===== src/rtl/box_plotter_pkg.sv =====
// rtl/box_plotter_pkg.sv - shared types and screen constants for the tile drawing path
package box_plotter_pkg;

    typedef enum logic [1:0] {
        IDLE = 2'd0,
        DRAW = 2'd1,
        DONE = 2'd2
    } state_t;

    // Tiles are one pixel smaller than the grid pitch so neighbours keep a 1-pixel gap.
    localparam int BOX_W_DEF = 10;
    localparam int BOX_H_DEF = 7;
    localparam int PITCH_X   = 11;
    localparam int PITCH_Y   = 8;
    localparam int ORIGIN_X  = 28;
    localparam int ORIGIN_Y  = 30;

    localparam logic [2:0] COLOUR_RED   = 3'b100;
    localparam logic [2:0] COLOUR_WHITE = 3'b111;
    localparam logic [2:0] COLOUR_BLACK = 3'b000;

endpackage


===== src/rtl/box_plotter_raster_counter.sv =====
// rtl/box_plotter_raster_counter.sv - row-major dx/dy scan counter with last-column/last-pixel flags
module box_plotter_raster_counter #(
    parameter int BOX_W = 10,
    parameter int BOX_H = 7,
    localparam int XW = $clog2(BOX_W),
    localparam int YW = $clog2(BOX_H)
) (
    input  logic          clock,
    input  logic          reset,
    input  logic          i_clear,
    input  logic          i_en,
    output logic [XW-1:0] o_dx,
    output logic [YW-1:0] o_dy,
    output logic          o_last_col,
    output logic          o_last_row,
    output logic          o_last_pixel
);

    localparam logic [XW-1:0] X_LAST = XW'(BOX_W - 1);
    localparam logic [YW-1:0] Y_LAST = YW'(BOX_H - 1);

    logic [XW-1:0] r_dx;
    logic [YW-1:0] r_dy;

    always_ff @(posedge clock) begin
        if (reset || i_clear) begin
            r_dx <= '0;
            r_dy <= '0;
        end else if (i_en) begin
            if (r_dx == X_LAST) begin
                r_dx <= '0;
                // Wrapping dy as well leaves the counter at the origin after the last pixel.
                r_dy <= (r_dy == Y_LAST) ? '0 : r_dy + YW'(1);
            end else begin
                r_dx <= r_dx + XW'(1);
            end
        end
    end

    assign o_dx         = r_dx;
    assign o_dy         = r_dy;
    assign o_last_col   = (r_dx == X_LAST);
    assign o_last_row   = (r_dy == Y_LAST);
    assign o_last_pixel = o_last_col && o_last_row;

endmodule


===== src/rtl/box_plotter.sv =====
// rtl/box_plotter.sv - rasters one filled or outlined BOX_W x BOX_H tile into the VGA pixel-write port
module box_plotter
    import box_plotter_pkg::*;
#(
    parameter int BOX_W = BOX_W_DEF,
    parameter int BOX_H = BOX_H_DEF
) (
    input  logic       clock,
    input  logic       reset,
    input  logic       go,
    input  logic [7:0] x_in,
    input  logic [7:0] y_in,
    input  logic [2:0] colour_in,
    input  logic       draw_full,
    output logic [7:0] vga_x,
    output logic [7:0] vga_y,
    output logic [2:0] vga_colour,
    output logic       plot,
    output logic       busy,
    output logic       done
);

    localparam int XW = $clog2(BOX_W);
    localparam int YW = $clog2(BOX_H);

    state_t        r_state;
    state_t        w_next;
    logic [7:0]    r_x0;
    logic [7:0]    r_y0;
    logic [2:0]    r_colour;
    logic          r_full;
    logic [XW-1:0] w_dx;
    logic [YW-1:0] w_dy;
    logic          w_last_col;
    logic          w_last_row;
    logic          w_last_pixel;
    logic          w_border;

    box_plotter_raster_counter #(
        .BOX_W (BOX_W),
        .BOX_H (BOX_H)
    ) u_raster (
        .clock        (clock),
        .reset        (reset),
        .i_clear      (r_state == IDLE),
        .i_en         (r_state == DRAW),
        .o_dx         (w_dx),
        .o_dy         (w_dy),
        .o_last_col   (w_last_col),
        .o_last_row   (w_last_row),
        .o_last_pixel (w_last_pixel)
    );

    always_ff @(posedge clock) begin
        if (reset) begin
            r_state  <= IDLE;
            r_x0     <= '0;
            r_y0     <= '0;
            r_colour <= '0;
            r_full   <= 1'b0;
        end else begin
            r_state <= w_next;
            // Request fields are captured only on acceptance, so later input changes cannot disturb a tile.
            if (r_state == IDLE && go) begin
                r_x0     <= x_in;
                r_y0     <= y_in;
                r_colour <= colour_in;
                r_full   <= draw_full;
            end
        end
    end

    always_comb begin
        w_next = r_state;
        case (r_state)
            IDLE:    if (go) w_next = DRAW;
            DRAW:    if (w_last_pixel) w_next = DONE;
            DONE:    w_next = IDLE;
            default: w_next = IDLE;
        endcase
    end

    assign w_border   = (w_dx == '0) || w_last_col || (w_dy == '0) || w_last_row;
    assign vga_x      = r_x0 + 8'(w_dx);
    assign vga_y      = r_y0 + 8'(w_dy);
    assign vga_colour = (r_state == DRAW) ? r_colour : 3'b000;
    assign plot       = (r_state == DRAW) && (r_full || w_border);
    assign busy       = (r_state == DRAW) || (r_state == DONE);
    assign done       = (r_state == DONE);

endmodule


===== config.mk =====
export PLATFORM = sky130hd
export DESIGN_NAME = box_plotter
export DESIGN_NICKNAME = d
export VERILOG_FILES = /design/src/rtl/box_plotter_pkg.sv /design/src/rtl/box_plotter_raster_counter.sv /design/src/rtl/box_plotter.sv
export SDC_FILE = /design/constraint.sdc
export NUM_CORES = 1
export LEC_CHECK = 0
export BUFFER_PORTS_ARGS = -buffer_cell sky130_fd_sc_hd__buf_2
export CAP_MARGIN = 10
export CORE_AREA = 2 2 108 68
export DETAILED_ROUTE_END_ITERATION = 12
export DIE_AREA = 0 0 110 70
export PLACE_DENSITY = 0.42
export SLEW_MARGIN = 15
export SYNTH_ARGS = -nofsm -noshare
export SYNTH_HDL_FRONTEND = slang
export SYNTH_SLANG_ARGS = --single-unit

===== constraint.sdc =====
create_clock -name clock -period 4.4 [get_ports clock]
set_clock_uncertainty 0.1 [all_clocks]
set_input_delay 0.66 -clock clock [delete_from_list [all_inputs] [get_ports clock]]
set_output_delay 0.66 -clock clock [all_outputs]
set_load 0.01 [all_outputs]

# ---- Word-level counts from Yosys, hierarchy flattened
# Cells that the tools add are included.
dict set report op_classes {
  add_sub_neg 4
  n_mul 0
  n_div 0
  n_lt_le_gt_ge 0
  eq_ne 6
  n_shift 0
  mux 6
  bitwise_logic 0
  n_reduce_logical 14
}
# op n
set op_table {}
lappend op_table {{8-bit by 3-bit adder with 8-bit output} 1}
lappend op_table {{8-bit by 4-bit adder with 8-bit output} 1}
lappend op_table {{1-bit logical OR} 6}
lappend op_table {{3-bit 2-to-1 mux} 2}
lappend op_table {{4-bit by 1-bit adder with 4-bit output, second input constant} 1}
lappend op_table {{4-bit equality test, second input constant} 1}
lappend op_table {{4-bit zero test} 1}
lappend op_table {{2-bit 2-to-1 mux} 2}
lappend op_table {{4-bit 2-to-1 mux} 1}
lappend op_table {{2-bit != test, second input constant} 2}
lappend op_table {{2-bit one-hot mux with 2 select lines} 1}
lappend op_table {{2-bit AND reduction} 2}
lappend op_table {{3-bit by 1-bit adder with 3-bit output, second input constant} 1}
lappend op_table {{3-bit equality test, second input constant} 1}
lappend op_table {{1-bit logical AND} 3}
lappend op_table {{3-bit zero test} 1}
lappend op_table {{2-bit by 1-bit equality test with 1-bit output, second input constant} 1}
lappend op_table {{2-bit equality test, second input constant} 1}
lappend op_table {{2-bit zero test} 1}
dict set report word_totals {
  ff_bits 29
  latchBits 0
  ramBits 0
  rom_bits 0
  inputBits 23
  output_inout_bits 22
  wordCells 37
  memories 0
}

# ---- Logic depth before layout (Yosys ltp)
dict set report depth {
  word_depth 6
  depth_mapped 7
  depth_no_buf 7
}

# ---- Modules after synthesis
# From an unflattened synthesis, not the netlist that was laid out.
dict set report unflattened {
  hier_cells 205
  hier_area_um2 1652.8
}
# mod instances cells_each area_per_inst_um2 seq_area_each_um2
set modules_own_cells {}
lappend modules_own_cells {box_plotter 1 162 1290.0 440.4}
lappend modules_own_cells {box_plotter_raster_counter 1 43 362.8 140.1}

# ---- Worst setup path before layout
# OpenSTA, ideal clock, no wires.
dict set report synth_timing {
  path_type {reg2out}
  from {register u_raster.r_dx[0] (netlist: u_raster.o_dx[0])}
  to {output vga_x[6]}
  t_arrival_ps 1735
  t_required_ps 3640
  setup_slack_ps 1905
  path_stages_with_launch 8
  n_path_buf 0
  cell_sequence {dfxtp_1 -> ha_1 -> inv_1 -> fa_1 -> nor2b_1 -> o21ai_0 -> a21o_1 -> xnor2_1}
}
dict set report synth_via {
  elab_chain_len 1
}
# item line
set synth_lines {}
lappend synth_lines {{start, declared} box_plotter_raster_counter.sv:22} ;# logic [XW-1:0] r_dx;
lappend synth_lines {{start signal, assigned} box_plotter_raster_counter.sv:35} ;# r_dx <= r_dx + XW'(1);
lappend synth_lines {{8-bit by 4-bit adder with 8-bit output} box_plotter.sv:84} ;# assign vga_x = r_x0 + 8'(w_dx);
lappend synth_lines {{end, declared} box_plotter.sv:15} ;# output logic [7:0] vga_x,
# No other way between the ends.

# ---- Worst setup path in the final report
# Ends and elaborated chain as after synthesis.

==> results_dict.tcl <==
set metrics [dict create \
    status "completed" \
    r2r_slack_ps 2500 \
    final_nets 281 \
    p_leak_nw 0.933 \
    dpl.cell_count 328 \
    yosysMostFrequentCell "nand2_1" \
    hold_buffers 0 \
    async_flop_share_pct 0 \
    ir_drop_uv 212 \
    die_h_um 70 \
    finalSetupViolations 0 \
    layout-drive-gt1-share_pct 23.7 \
    ys_seq_area_share_pct 35.3 \
    tightest_slew_ps 773 \
    viasPerCell 4.21 \
    arrival_ps 2200 \
    post_cts_buffers 0 \
    cts_tree "done" \
    firstDrtPassIters 4 \
    synth_area_um2 1650 \
    slowest_delay_ps 510 \
    num_vias 1413 \
    fin_crit_sh_pct 67.4 \
    wl_per_cell_um 11.9 \
    path_max_fanout 7 \
    synth_fp_nets 239 \
    synthCells 202 \
    syn_to_final_growth_pct 23.4 \
    yosys-top-cells-count "nand2_1 (49), dfxtp_1 (29), a21oi_1 (26), ha_1 (12)" \
    clock_path_buffers 2 \
    syn_avg_cell_area_um2 8.15 \
    grt_pass1_vias 1368 \
    fill_cells 719 \
    ios 45 \
    grt_setup_unrepaired "no" \
    cts-buffers-inserted 5 \
    drt_iter0_markers 40 \
    crit_chain "ha_1 -> inv_1 -> fa_1 -> nor2b_1 -> o21ai_0 -> a21o_1 -> xnor2_1 -> buf_2" \
    period_needed_ps 2960 \
    ys_types 33 \
    crit_family "adder cells" \
    cap_violations 0 \
    hold_path_class "register to register" \
    hold_viol 0 \
    insertion_delay_ps 280 \
    dp_hpwl_um 2870 \
    final_cells 336 \
    gp_congestion 0.742 \
    ctsHtreeMaxLevel 2 \
    drc 0 \
    wl_um 4000 \
    cp-start-kind "register" \
    synth_edf_count 0 \
    io_buffers 44 \
    worst-setup-path-type "register to output port" \
    finalMaxSlewViolations 0 \
    synth_top_area_share_pct 35.3 \
    grt_pass1_wl_um 6530 \
    n_antenna_cell 0 \
    antenna_found_initial 0 \
    yosys_warnings 0 \
    gr-total-overflow 0 \
    clk_pin_slew_ps 70 \
    grt_util_all_layers_pct 11.0 \
    yosys.area.top_type "dfxtp_1" \
    synth_top_flop_cell "dfxtp_1" \
    fp-row-count 24 \
    setup_tns_ps 0 \
    core_um2 6880 \
    endpoint_kind "output port" \
    cts.sinks 29 \
    cp_num_buf_inv 2 \
    cp_slowest_cell "dfxtp_1" \
    clock.fmax_mhz 337 \
    antenna_left 0 \
    cts-resized-gates 0 \
    required_ps 3640 \
    synth_area_leaders "dfxtp_1 (35%), nand2_1 (11%), ha_1 (9.1%)" \
    die_w_um 110 \
    grt_max_degree 27 \
    powerDensity_nw_per_um2 413 \
    initial_core_util_pct 23.9 \
    die-area_um2 7700 \
    cts_root_buf "clkbuf_8" \
    synth_seq_cells 29 \
    relSlewSlack_pct 48.3 \
]
path summary, 6_finish.rpt:
kind                          from                to  cells after the start
setup / recovery  u_raster.o_dx[0]          vga_x[6]                      8
hold / removal         r_colour[2]       r_colour[2]                      2
setup reg to reg        r_state[1]  u_raster.o_dy[2]                      6
hold reg to reg        r_colour[2]       r_colour[2]                      2
cells in the final DEF (no fill, tap or decap), types with 6 or more instances in the layout:
cell	n
xor2_1	8
xnor2_1	7
ha_1	12
nor2_1	8
buf_2	44
nand2_1	49
dfxtp_1	29
o21ai_0	7
clkbuf_8	6
a21oi_1	26
inv_1	7
tightest hold or removal path, cell delays in order, from the launching register on:
cell,delay (ps)
dfxtp_1,310
nand2_1,50
a21oi_1,50
stage by stage:
stage          utilization, %  setup slack (ps)  hold WS [ps]  total power, mW  cell area, um^2
2_1_floorplan               -              1910           332            0.532             1650
3_3_place_gp             28.1              1770           340            0.614             1930
3_5_place_dp             28.1              1740           342            0.614             1930
4_1_cts                  29.5              1420           353            0.854             2030
5_1_grt                  29.5              1240           388            0.902             2030
6_report                 29.5              1440           351            0.838             2030
registers in the layout, indices dropped and copies added, names as in the netlist:
| register | count |
|---|---|
| r_colour | 3 |
| r_full | 1 |
| r_state | 2 |
| r_x0 | 8 |
| r_y0 | 8 |
| u_raster.o_dx | 4 |
| u_raster.o_dy | 3 |
report_power, final:
| part | leakage [nW] | switching [mW] | total [mW] | internal (mW) |
|---|---|---|---|---|
| Combinational | 0.645 | 0.160 | 0.267 | 0.106 |
| Clock | 0.0512 | 0.110 | 0.236 | 0.127 |
| Sequential | 0.237 | 0.0345 | 0.335 | 0.301 |
| Total | 0.933 | 0.304 | 0.838 | 0.534 |
layer usage:
layer / track usage (%) / vias to the layer above / wire length (um)
li1: - / 756 / -
met1: 15.9 / 628 / 2150
met2: 15.4 / 27 / 1660
met3: 3.92 / 2 / 173
met4: 2.53 / 0 / 21
met5: 0 / - / 0
cell type report:
cell class,count,area [um^2],area share (%)
Clock buffer,6,82.6,4.07
Clock inverter,2,13.8,0.678
Inverter,7,26.3,1.29
Multi-Input combinational cell,157,993,48.9
Sequential cell,29,581,28.6
Tap cell,91,114,5.61
Timing Repair Buffer,44,220,10.8
logic make-up after synthesis:
family	count (synthesis)	share of synthesized area (%)
multiplexers	2	1.22
XOR/XNOR	15	7.99
buffers and inverters	16	4.34
AND/OR/NAND/NOR	83	24.4
adder cells (fa/ha/maj)	14	11.6
AO/OA/AOI/OAI	43	15.2
flip-flops	29	35.3
Power figures use the tool's default switching activity.
